## src/rtl/pipe_ctrl.sv

```systemverilog
// Five-stage pipeline controller: stage enables/clears, operand
// forwarding selects, load-use bubbles, memory wait and single-step.
module pipe_ctrl #(
    parameter int MEM_TIMEOUT = 255,
    parameter int CNT_W       = 16
) (
    input  logic             clk,
    input  logic             rst_n,
    input  logic [4:0]       addr_rs,
    input  logic [4:0]       addr_rt,
    input  logic             rs_used,
    input  logic             rt_used,
    input  logic [4:0]       regw_addr_exe,
    input  logic [4:0]       regw_addr_mem,
    input  logic [4:0]       regw_addr_wb,
    input  logic             wb_wen_exe,
    input  logic             wb_wen_mem,
    input  logic             wb_wen_wb,
    input  logic             is_load_exe,
    input  logic             is_load_mem,
    input  logic             is_store_mem,
    input  logic [4:0]       addr_rt_mem,
    input  logic             branch_taken,
    input  logic             mem_req,
    input  logic             mem_ack,
    input  logic             run_mode,
    input  logic             step,
    output logic             if_en,
    output logic             id_en,
    output logic             exe_en,
    output logic             mem_en,
    output logic             wb_en,
    output logic             if_rst,
    output logic             id_rst,
    output logic             exe_rst,
    output logic             mem_rst,
    output logic             wb_rst,
    output logic [2:0]       fwd_a_ctrl,
    output logic [2:0]       fwd_b_ctrl,
    output logic             fwd_m_ctrl,
    output logic [2:0]       state,
    output logic [CNT_W-1:0] stall_cnt,
    output logic             mem_err
);

    localparam int WAIT_W = $clog2(MEM_TIMEOUT + 1);

    typedef enum logic [2:0] {
        S_INIT     = 3'd0,
        S_RUN      = 3'd1,
        S_MEM_WAIT = 3'd2,
        S_HALT     = 3'd3,
        S_STEP     = 3'd4
    } state_t;

    state_t            r_state;
    state_t            w_next;
    logic [WAIT_W-1:0] r_wait_cnt;
    logic [CNT_W-1:0]  r_stall_cnt;
    logic              r_mem_err;

    // Stage vectors ordered {if, id, exe, mem, wb}
    logic [4:0]        w_en;
    logic [4:0]        w_rst;
    logic              w_hazard;
    logic              w_adv;
    logic              w_timeout;
    logic              w_stall_inc;
    logic              w_wait_load;
    logic              w_wait_inc;
    logic              w_err_set;
    logic [2:0]        w_fwd_a;
    logic [2:0]        w_fwd_b;
    logic              w_fwd_m;

    // Youngest producer wins; a load still in MEM supplies mem_din
    function automatic logic [2:0] f_fwd(
        input logic       used,
        input logic [4:0] src
    );
        logic [2:0] sel;
        sel = 3'd0;
        if (used && src != 5'd0) begin
            if (wb_wen_exe && regw_addr_exe == src)
                sel = 3'd1;
            else if (wb_wen_mem && regw_addr_mem == src)
                sel = is_load_mem ? 3'd3 : 3'd2;
            else if (wb_wen_wb && regw_addr_wb == src)
                sel = 3'd4;
        end
        return sel;
    endfunction

    assign w_hazard = is_load_exe && wb_wen_exe
                   && regw_addr_exe != 5'd0
                   && ((rs_used && regw_addr_exe == addr_rs)
                    || (rt_used && regw_addr_exe == addr_rt));

    assign w_timeout = r_wait_cnt == WAIT_W'(MEM_TIMEOUT);

    // Forwarding selects, held at regfile while initialising
    always_comb begin
        w_fwd_a = 3'd0;
        w_fwd_b = 3'd0;
        w_fwd_m = 1'b0;
        if (r_state != S_INIT) begin
            w_fwd_a = f_fwd(rs_used, addr_rs);
            w_fwd_b = f_fwd(rt_used, addr_rt);
            w_fwd_m = is_store_mem && wb_wen_wb
                   && addr_rt_mem != 5'd0
                   && regw_addr_wb == addr_rt_mem;
        end
    end

    // Next state, stage controls and counter strobes
    always_comb begin
        w_next      = r_state;
        w_en        = 5'b00000;
        w_rst       = 5'b00000;
        w_adv       = 1'b0;
        w_stall_inc = 1'b0;
        w_wait_load = 1'b0;
        w_wait_inc  = 1'b0;
        w_err_set   = 1'b0;
        unique case (r_state)
            S_INIT: begin
                w_rst  = 5'b11111;
                w_next = run_mode ? S_RUN : S_HALT;
            end
            S_RUN, S_STEP: begin
                if (mem_req && !mem_ack) begin
                    w_rst       = 5'b00001;
                    w_stall_inc = 1'b1;
                    w_wait_load = 1'b1;
                    w_next      = S_MEM_WAIT;
                end else begin
                    w_adv = 1'b1;
                    if (r_state == S_STEP || !run_mode)
                        w_next = S_HALT;
                    else
                        w_next = S_RUN;
                end
            end
            S_MEM_WAIT: begin
                if (mem_ack || w_timeout) begin
                    w_adv     = 1'b1;
                    w_err_set = !mem_ack;
                    w_next    = run_mode ? S_RUN : S_HALT;
                end else begin
                    w_rst       = 5'b00001;
                    w_stall_inc = 1'b1;
                    w_wait_inc  = 1'b1;
                end
            end
            S_HALT: begin
                if (step)
                    w_next = S_STEP;
                else if (run_mode)
                    w_next = S_RUN;
            end
            default: begin
                w_rst  = 5'b11111;
                w_next = S_INIT;
            end
        endcase
        if (w_adv) begin
            if (w_hazard) begin
                w_en        = 5'b00111;
                w_rst       = 5'b00100;
                w_stall_inc = 1'b1;
            end else if (branch_taken) begin
                w_en  = 5'b11111;
                w_rst = 5'b01000;
            end else begin
                w_en = 5'b11111;
            end
        end
    end

    // State register, wait/stall counters and sticky timeout flag
    always_ff @(posedge clk or negedge rst_n) begin
        if (!rst_n) begin
            r_state     <= S_INIT;
            r_wait_cnt  <= '0;
            r_stall_cnt <= '0;
            r_mem_err   <= 1'b0;
        end else begin
            r_state <= w_next;
            if (w_wait_load)
                r_wait_cnt <= WAIT_W'(1);
            else if (w_wait_inc)
                r_wait_cnt <= r_wait_cnt + WAIT_W'(1);
            else
                r_wait_cnt <= '0;
            if (w_stall_inc && r_stall_cnt != '1)
                r_stall_cnt <= r_stall_cnt + CNT_W'(1);
            if (w_err_set)
                r_mem_err <= 1'b1;
        end
    end

    assign {if_en, id_en, exe_en, mem_en, wb_en}      = w_en;
    assign {if_rst, id_rst, exe_rst, mem_rst, wb_rst} = w_rst;
    assign fwd_a_ctrl = w_fwd_a;
    assign fwd_b_ctrl = w_fwd_b;
    assign fwd_m_ctrl = w_fwd_m;
    assign state      = r_state;
    assign stall_cnt  = r_stall_cnt;
    assign mem_err    = r_mem_err;

endmodule

```

## config.mk

```make
export PLATFORM = sky130hd
export DESIGN_NAME = pipe_ctrl
export DESIGN_NICKNAME = d
export VERILOG_FILES = /design/src/rtl/pipe_ctrl.sv
export SDC_FILE = /design/constraint.sdc
export NUM_CORES = 1
export LEC_CHECK = 0
export ABC_AREA = 1
export BUFFER_PORTS_ARGS = -buffer_cell sky130_fd_sc_hd__buf_2
export CORE_MARGIN = 2
export CORE_UTILIZATION = 51
export DETAILED_ROUTE_END_ITERATION = 10
export PLACE_DENSITY_LB_ADDON = 0.2
export RECOVER_POWER = 25
export SLEW_MARGIN = 20
export SYNTH_ARGS = -nofsm -noshare
export SYNTH_HDL_FRONTEND = slang
export SYNTH_SLANG_ARGS = --single-unit
```

## constraint.sdc

```tcl
create_clock -name clk -period 2.3 [get_ports clk]
set_clock_uncertainty 0.05 [all_clocks]
set_input_delay 0.46 -clock clk [delete_from_list [all_inputs] [get_ports clk]]
set_output_delay 0.46 -clock clk [all_outputs]
set_load 0.005 [all_outputs]
```

Word-level counts from Yosys, hierarchy flattened:

Cells that the tools add are included.

* flip-flop bits (word level): 28
* bits in latches: 0
* bits in writable memories: 0
* memory bits (read-only): 0
* input bits: 45
* output and inout port bits: 37
* logic and storage cells: 93
* memories: 0

* add/sub/neg operators: 2
* multiply operators: 0
* div/mod/pow operators: 0
* magnitude comparators: 0
* equality and inequality tests: 15
* shift operators: 0
* muxes and demuxes: 41
* bitwise logic cells: 0
* reductions and logical operators: 31

Operator list (number)
* two-way mux 3 bit: 13
* == test 5 bit: 7
* two-way mux 5 bit: 5
* nonzero test 5 bit: 4
* logical AND 1 bit: 18
* adder 16 x 1 -> 16 bit, second input constant: 1
* two-way mux 8 bit: 2
* != test 16 bit, second input constant: 1
* case mux 5 bit (3 select lines): 1
* two-way mux 1 bit: 14
* case mux 3 bit (4 select lines): 1
* adder 8 x 1 -> 8 bit, second input constant: 1
* == test 8 bit, second input constant: 1
* == test 3 x 2 -> 1 bit, second input constant: 2
* two-way mux 2 bit: 3
* case mux 1 bit (2 select lines): 2
* == test 3 x 1 -> 1 bit, second input constant: 1
* == test 3 bit, second input constant: 1
* logical NOT 3 bit: 1
* logical OR 1 bit: 3
* != test 3 bit, second input constant: 1
* nonzero test 3 bit: 1
* logical NOT 1 bit: 2
* != test 2 bit, second input constant: 1
* other kinds (2): 2

Longest topological paths before layout:

Gate-level depths: netlist of run 1.

* depth in word-level cells: 7
* mapped depth: 13
* mapped depth without buffers: 12

Least setup slack after synthesis of run 1:

Ideal clock, no wire load.

* path type: flip-flop to output port
* start: register r_wait_cnt[0]
* end: output port if_en
* data arrival time: 1468 ps
* path slack: 322 ps
* stages on the path, launching flop included: 10
* path buffers: 1
* cell sequence: dfrtp_1 > ha_1 > nand2_2 > nor2_4 > nand4_4 > nand2_1 > nand2_2 > nand2_4 > a21boi_0 > buf_4

* cells in the longest elaborated chain, start to end: 5

RTL lines
* start: declaration: line 58 `logic [WAIT_W-1:0] r_wait_cnt;`
* start signal: assignment: line 192 `r_wait_cnt <= r_wait_cnt + WAIT_W'(1);`
* == test 8 bit: line 99 `assign w_timeout = r_wait_cnt == WAIT_W'(MEM_TIMEOUT);`
* logical OR 1 bit: line 145 `if (mem_ack || w_timeout) begin`
* two-way mux 1 bit: line 145
* case mux 1 bit (2 select lines): line 125 `unique case (r_state)`
* two-way mux 5 bit: line 166 `if (w_adv) begin`
* end: declaration: line 28 `output logic if_en,`

No other way between the ends.

Final worst setup path of run 1:

* start: register r_wait_cnt[0]
* end: output port id_rst

* cells in the longest elaborated chain, start to end: 5

RTL lines
* == test 8 bit: line 99
* logical OR 1 bit: line 145
* two-way mux 1 bit: line 145
* case mux 1 bit (2 select lines): line 125
* two-way mux 5 bit: line 166
* end: declaration: line 34 `output logic id_rst,`

No other way between the ends.

==> impl_metrics.tcl, run 1 <==
set metrics [dict create \
    outcome "finished, violations left" \
    violations "capacitance limit" \
    nets 478 \
    io_buffers 81 \
    stdcell_count 482 \
    clock.fmax_ghz 0.453 \
    synth-compound-area-share 0.0764 \
    synth_warnings 0 \
    end_kind "output port" \
    drive_above_1_share 0.267 \
    critPathKind "reg -> out" \
    synth_mux_area_frac 0 \
    synth_xor_area_frac 0.0965 \
    hpwl_mm 5.05 \
    final_area_um2 2910 \
    cts_tree "yes" \
    wirelength_mm 6.25 \
    diodes 0 \
    peakVddDrop_mv 0.641 \
    post_drt_wl_per_cell_um 13.0 \
    die_w_um 72.0 \
    leakagePower_nw 1.62 \
    timing.slew.headroom 0.00499 \
    start_kind "flip-flop" \
    clock_sinks 28 \
    synth_top_family_by_area "simple AND/OR/NAND/NOR gates" \
    drv_cap 1 \
    synth_fp_nets 394 \
    start_util 0.535 \
    die_area_um2 5190 \
    grt_pass1_wl_mm 10.4 \
    clk_latency_ns 0.29 \
    power_mw 2.00 \
    yosys.cell_types.count 33 \
    core_um2 4410 \
    viasPerCell 5.26 \
    most-common-layout-cells "nand2_1 (102), buf_2 (80), inv_1 (37), nand3_1 (37), nor2_1 (35)" \
    num_rows 24 \
    synth_simple_gate_area_frac 0.430 \
    vias 2535 \
    hold_viol 0 \
    synth_edf_count 0 \
    groute.usage.overall 0.253 \
    drt-initial-drc-count 159 \
    hp-class "in -> reg" \
    synthAdderAreaFrac 0.0106 \
    seq_area_frac_synth 0.297 \
    dp.cells 475 \
    numCtsBuffers 3 \
    rsz0062_at_grt "true" \
    finalCritPeriodShare 0.959 \
    cts_htree_levels 1 \
    synthesis.instances 347 \
    avgSynthCellArea_um2 6.80 \
    ys_ff_latch 28 \
    crit_fanout 4 \
    path_clk_slew_ns 0.09 \
    ys_dominant_reg_cell "dfrtp_1" \
    setup_violations 0 \
    worstMarginPinSlew_ns 1.49 \
    gp_congestion 0.936 \
    antenna_found_initial 0 \
    clockBufferDepth 2 \
    drt_pass1_iterations 4 \
    ioPinCount 82 \
    cts_root_buf "clkbuf_8" \
    fin_setup_tns_ns 0 \
    gr-total-overflow 0 \
    period_needed_ns 2.21 \
    grt_max_degree 29 \
    synthToLayoutAreaGrowth_pct 23.3 \
    dpl_cell_area_um2 2790 \
    fp.dieH_um 72.0 \
    slew_viol_final 0 \
    final_common_cell "nand2_1" \
    crit_arrival_ns 1.70 \
    post-route-drc-count 0 \
    ys_async_sr_fraction 1.00 \
    synth_area_um2 2360 \
    grt_pass1_vias 2213 \
    ant_nets 0 \
    cp.required_ns 1.79 \
    pwr_density_cell_nw_per_um2 689 \
]
path summary, 6_finish.rpt:
check,end,slack (ns),from,cells after the start
setup / recovery,id_rst,0.09,r_wait_cnt[0],12
hold / removal,state[0],0.37,run_mode,2
setup reg to reg,stall_cnt[7],0.27,stall_cnt[0],7
hold reg to reg,mem_err,0.44,mem_err,1
max in group asynchronous,state[1],0.74,rst_n,1
min in group asynchronous,stall_cnt[12],0.45,rst_n,1
what timing repair did:
item                       CTS  global route
hold buffers                 0             0
pin swaps                    0             1
cloned                       0             0
setup endpoints to repair    2             5
buffers inserted             1             2
resized for setup            1             7
sequential cells by signal, summed over array words and instances (netlist names):
signal and flops:
r_wait_cnt 8, mem_err 1, stall_cnt 16, state 3
worst max-delay path, stage by stage, from the launching register on:
cell and delay [ns]:
dfrtp_1 0.37, ha_2 0.19, nand2_2 0.07, nor2_4 0.11
nand4_4 0.11, nand2_2 0.09, nand2_2 0.06, nand2_4 0.11
nand2_1 0.06, nand2_1 0.07, nand2_2 0.05, inv_1 0.04
buf_2 0.10
final cells by class:
class / count / area (um2)
Clock inverter: 1 / 30.0
Inverter: 42 / 158
Timing Repair Buffer: 86 / 442
Tap cell: 52 / 65.1
Fill cell: 394 / 1510
Clock buffer: 3 / 41.3
Sequential cell: 28 / 702
Multi-Input combinational cell: 270 / 1470
metrics by stage:
step	setup WS (ns)	utilization	hold WS, ns
global route	-0.0299	0.659	0.373
detailed placement	0.241	0.632	0.418
global placement	0.249	0.632	0.412
finish	0.0943	0.659	0.365
CTS	0.0280	0.650	0.146
floorplan	0.322	-	0.114
where the power goes:
group | internal [mW] | switching (mW) | total (mW)
Combinational | 0.397 | 0.567 | 0.963
Sequential | 0.559 | 0.0830 | 0.642
Clock | 0.233 | 0.165 | 0.399
layer usage:
| metal | track usage | share of wire | up-vias |
|---|---|---|---|
| li1 | - | - | 1291 |
| met1 | 0.369 | 0.48 | 1159 |
| met2 | 0.392 | 0.44 | 79 |
| met3 | 0.0417 | 0.065 | 6 |
| met4 | 0.0671 | 0.012 | 0 |
| met5 | 0 | 0 | - |
synthesized netlist by cell type, types with 7 or more instances:
cell	n	share of area
nand4_1	8	0.021
nand3_1	37	0.078
xor2_1	17	0.063
nor3_1	7	0.015
xnor2_1	9	0.033
a21oi_1	8	0.017
nand2_1	104	0.17
dfrtp_1	28	0.30
inv_1	37	0.059
nor2_1	35	0.056
cells by family after synthesis:
| group | Yosys count |
|---|---|
| xor+xnor | 26 |
| fa+ha+maj | 2 |
| buf+inv | 49 |
| compound gates | 28 |
| flops | 28 |
| simple gates | 214 |
No activity file was read; power rests on OpenSTA's default activity.
==> run 2: changes to the inputs <==
--- a/config.mk
+++ b/config.mk
@@ -8,4 +8,5 @@
 export ABC_AREA = 1
 export BUFFER_PORTS_ARGS = -buffer_cell sky130_fd_sc_hd__buf_2
+export CORE_ASPECT_RATIO = 1.1
 export CORE_MARGIN = 2
 export CORE_UTILIZATION = 51
==> constraint.sdc (replaced) <==
create_clock -name clk -period 2.3 [get_ports clk]
set_clock_uncertainty 0.05 [all_clocks]
set_input_delay 0.115 -clock clk [delete_from_list [all_inputs] [get_ports clk]]
set_output_delay 0.115 -clock clk [all_outputs]
set_load 0.005 [all_outputs]
==> run 2 against run 1 <==
Effect of this change:
- wire length is 5.3% lower
- clock-buffer cell count rose by 1
- the flow now finishes without violations
- critical path type unchanged
- combinational power fell by 7.3%
- die area about the same
- sequential cell count stayed put
- sequential power about the same
- largest cell class unchanged
- final cell count is 0.41% lower
- register-to-register slack gained 0.14 ns
==> impl_metrics.tcl, run 2 (same netlist as run 1, synthesis figures left out) <==
set metrics [dict create \
    fp.dieH_um 75.3 \
    outcome "completed" \
    nets 474 \
    wirelength_mm 5.92 \
    pwr_density_cell_nw_per_um2 643 \
    leakagePower_nw 1.60 \
    timing.slew.headroom 0.00899 \
    cp.required_ns 2.13 \
    diodes 0 \
    drt_pass1_iterations 4 \
    cts_tree "yes" \
    fill_cells 423 \
    drt-initial-drc-count 127 \
    cp_cell_sequence "ha_1, nand2_2, nor2_4, nand4_4, nand2_1, nand2_2, nand2_4, a21boi_0, buf_2" \
    final_common_cell "nand2_1" \
    cts_htree_levels 1 \
    vias 2496 \
    cp_slowest_cell "dfrtp_1" \
    worstMarginPinSlew_ns 1.49 \
    gp_congestion 0.880 \
    clk_latency_ns 0.27 \
    path_clk_slew_ns 0.09 \
    core_um2 4380 \
    crit_arrival_ns 1.90 \
    slowest_delay_ns 0.38 \
    slew_viol_final 0 \
    grt_pass1_wl_mm 9.33 \
    pre_cts_slack_ns 0.418 \
    synthToLayoutAreaGrowth_pct 20.5 \
    hp-class "in -> reg" \
    numCtsBuffers 3 \
    drv_cap 0 \
    clock.fmax_ghz 0.484 \
    viasPerCell 5.20 \
    ioPinCount 82 \
    post_drt_wl_per_cell_um 12.3 \
    post_cts_resized 0 \
    clock_sinks 28 \
    multi_input_area_um2 1450 \
    fin_setup_tns_ns 0 \
    critPathKind "reg -> out" \
    die_w_um 68.9 \
    io_buffers 81 \
    largest_reg_flops 16 \
    finalCritPeriodShare 0.898 \
    grt_pass1_vias 2236 \
    drive_above_1_share 0.244 \
    period_needed_ns 2.06 \
    die_area_um2 5190 \
    gr-total-overflow 0 \
    hold_viol 0 \
    hold_buffers 1 \
    hpwl_mm 4.73 \
    num_rows 25 \
    peakVddDrop_mv 0.656 \
    cts_root_buf "clkbuf_8" \
    clockBufferDepth 2 \
    finalWorstSetupSlack_ns 0.235 \
    rsz0062_at_grt "false" \
    regArea_um2 701 \
    end_kind "output port" \
    start_util 0.539 \
    post-route-drc-count 0 \
    crit_fanout 6 \
    start_kind "flip-flop" \
    setup_violations 0 \
    ant_nets 0 \
    grt_max_degree 29 \
    most-common-layout-cells "nand2_1 (104), buf_2 (80), inv_1 (37), nand3_1 (37), nor2_1 (35)" \
    post-cts-setup-buffer-count 0 \
    crit_path_frequent_cell "nand2_2" \
    antenna_found_initial 0 \
    groute.usage.overall 0.232 \
]
==> run 2: stage by stage <==
| step | utilization | cells | power, mW | area [um2] | hold WS [ns] |
|---|---|---|---|---|---|
| 2_1_floorplan | - | 347 | 1.26 | 2360 | -0.231 |
| 3_5_place_dp | 0.635 | 475 | 1.55 | 2780 | 0.114 |
| 4_1_cts | 0.649 | 480 | 1.84 | 2840 | 0.0286 |
| 3_3_place_gp | 0.635 | 475 | 1.53 | 2780 | 0.118 |
| 5_1_grt | 0.649 | 480 | 2.00 | 2840 | 0.0305 |
| 6_report | 0.649 | 480 | 1.83 | 2840 | 0.0342 |
==> run 2: critical path: cells and delay by family, from the launching register on <==
family | cells | cell delay, ns
AND/OR/NAND/NOR | 6 | 0.57
flip-flops | 1 | 0.38
AO/OA/AOI/OAI | 1 | 0.31
adder cells (fa/ha/maj) | 1 | 0.20
buffers and inverters | 1 | 0.18
==> run 2: layout make-up <==
class	count	share of cell area
multi-input cells	270	0.509
flip-flops and latches	28	0.246
well taps	54	0.0238
inverters	42	0.0555
repair buffers	82	0.146
clock buffers	4	0.0194
==> run 2: path summary, 6_finish.rpt <==
check / to / depth (start not counted) / start / slack [ns]
worst max register to register: stall_cnt[3] / 12 / r_wait_cnt[0] / 0.41
worst min register to register: mem_err / 1 / mem_err / 0.43
max in group asynchronous: state[0] / 2 / rst_n / 0.65
min in group asynchronous: mem_err / 2 / rst_n / 0.68
worst min-delay path: state[0] / 2 / run_mode / 0.03
worst max-delay path: id_en / 9 / r_wait_cnt[0] / 0.24
==> run 2: report_power, final <==
part	internal (mW)	switching (mW)	total (mW)	leakage, nW
logic	0.357	0.536	0.893	1.19
registers	0.557	0.0855	0.643	0.381
clock network	0.153	0.140	0.293	0.0288
total	1.07	0.762	1.83	1.60
==> run 2: metal layers <==
metal  GRT usage  part of all wire
met1       0.279              0.42
met2       0.436              0.49
met3      0.0148             0.076
met4      0.0763             0.016
met5           0                 0
==> run 3: changes to the inputs <==
CORE_ASPECT_RATIO = 1.4   (was 1.1)
CORE_UTILIZATION = 30   (was 51)
==> run 3 against run 2 <==
Effect of this change:
- sequential power shrank 0.6%
- final cell count grew 9.6%
- largest cell class unchanged
- wire length grew 9.6%
- the run now ends with capacitance limit, slew limit left
- sequential share of layout area shrank 0.49 points
==> impl_metrics.tcl, run 3 (same netlist as run 1, synthesis figures left out) <==
set metrics [dict create \
    critPathKind "reg -> out" \
    hpwl_mm 5.27 \
    dpl_cell_area_um2 2840 \
    fp.dieH_um 109 \
    io_buffers 81 \
    cts_htree_levels 1 \
    gr-total-overflow 0 \
    ant_nets 0 \
    nets 474 \
    peakVddDrop_mv 0.299 \
    wirelength_mm 6.49 \
    final_common_cell "nand2_1" \
    worstMarginPinSlew_ns 1.52 \
    drt-initial-drc-count 80 \
    pre_cts_slack_ns 0.406 \
    grt_max_degree 29 \
    groute.usage.overall 0.156 \
    cp.required_ns 2.13 \
    fill_cells 878 \
    violations "capacitance limit, slew limit" \
    pwr_density_cell_nw_per_um2 642 \
    antenna_found_initial 0 \
    die_area_um2 8600 \
    hold_viol 0 \
    grt_pass1_wl_mm 10.7 \
    hp-class "in -> reg" \
    finalCritPeriodShare 0.907 \
    synthToLayoutAreaGrowth_pct 22.9 \
    num_rows 38 \
    numCtsBuffers 3 \
    post_cts_resized 0 \
    use_met3 0.0141 \
    end_kind "output port" \
    setup_violations 0 \
    clockBufferDepth 2 \
    vias 2463 \
    crit_arrival_ns 1.92 \
    most-common-layout-cells "nand2_1 (104), buf_2 (80), inv_1 (37), nand3_1 (37), nor2_1 (35)" \
    met2_usage 0.277 \
    gp_congestion 0.882 \
    slew_viol_final 29 \
    hold_depth 2 \
    timing.slew.headroom -0.0128 \
    core_um2 7700 \
    fin_setup_tns_ns 0 \
    diodes 0 \
    largest_reg_flops 16 \
    drive_above_1_share 0.244 \
    path_clk_slew_ns 0.09 \
    power_mw 1.86 \
    post-route-drc-count 0 \
    crit_fanout 6 \
    ioPinCount 82 \
    grt_pass1_vias 2319 \
    die_w_um 79.0 \
    start_util 0.306 \
    drv_cap 1 \
    drt_pass1_iterations 4 \
    use_met1 0.195 \
    clk_latency_ns 0.28 \
    cts_tree "yes" \
    outcome "finished, violations left" \
    post_drt_wl_per_cell_um 12.3 \
    cts_root_buf "clkbuf_8" \
    gr-max-usage-layer "met2" \
    viasPerCell 4.68 \
    clock_sinks 28 \
    rsz0062_at_grt "false" \
    period_needed_ns 2.09 \
    finalWorstSetupSlack_ns 0.213 \
    clock.fmax_ghz 0.479 \
    final_area_um2 2900 \
    start_kind "flip-flop" \
    post-cts-setup-buffer-count 0 \
    r2r.worst_path.cells 12 \
    leakagePower_nw 1.60 \
]
run 3: cell counts in the layout (fill, tap and decap cells not counted):
Identical to the previous run, type by type.
run 3: per-stage QoR:
stage	util	std cells	hold WS (ns)
after floorplan	-	347	-0.231
after global placement	0.368	521	0.129
after detailed placement	0.368	521	0.124
after CTS	0.377	526	0.0140
after global routing	0.377	526	0.0226
final	0.377	526	0.0228
run 3: power breakdown:
part | internal (mW) | leakage, nW | switching [mW]
Combinational | 0.358 | 1.19 | 0.555
Sequential | 0.557 | 0.381 | 0.0814
Clock | 0.153 | 0.0288 | 0.155
run 3: path summary, 6_finish.rpt:
kind,from,to,slack [ns]
hold / removal,run_mode,state[0],0.02
min in group asynchronous,rst_n,stall_cnt[4],0.68
max in group asynchronous,rst_n,state[0],0.63
hold reg to reg,mem_err,mem_err,0.46
setup / recovery,r_wait_cnt[0],id_en,0.21
setup reg to reg,r_wait_cnt[0],stall_cnt[8],0.39
run 3: routing by layer:
metal  routed length, um  part of all wire
met1                2800              0.43
met2                3170              0.49
met3                 381             0.059
met4                 133             0.021
met5                   0                 0
run 3: critical path, cell delays in order, from the launching register on:
cell,delay [ns]
dfrtp_1,0.38
ha_1,0.20
nand2_2,0.08
nor2_4,0.12
nand4_4,0.11
nand2_1,0.10
nand2_2,0.06
nand2_4,0.11
a21boi_0,0.32
buf_2,0.18
run 3: repair_timing:
item,CTS,global route
setup endpoints to repair,0,0
hold buffers,1,0
endpoints found under the hold margin,28,0
run 3: area by class of cell:
type,count,area (um2),area share
inverters,42,158,0.0544
clock buffers,4,55.1,0.0190
multi-input cells,270,1450,0.499
repair buffers,82,414,0.143
flip-flops and latches,28,701,0.242
well taps,100,125,0.0431
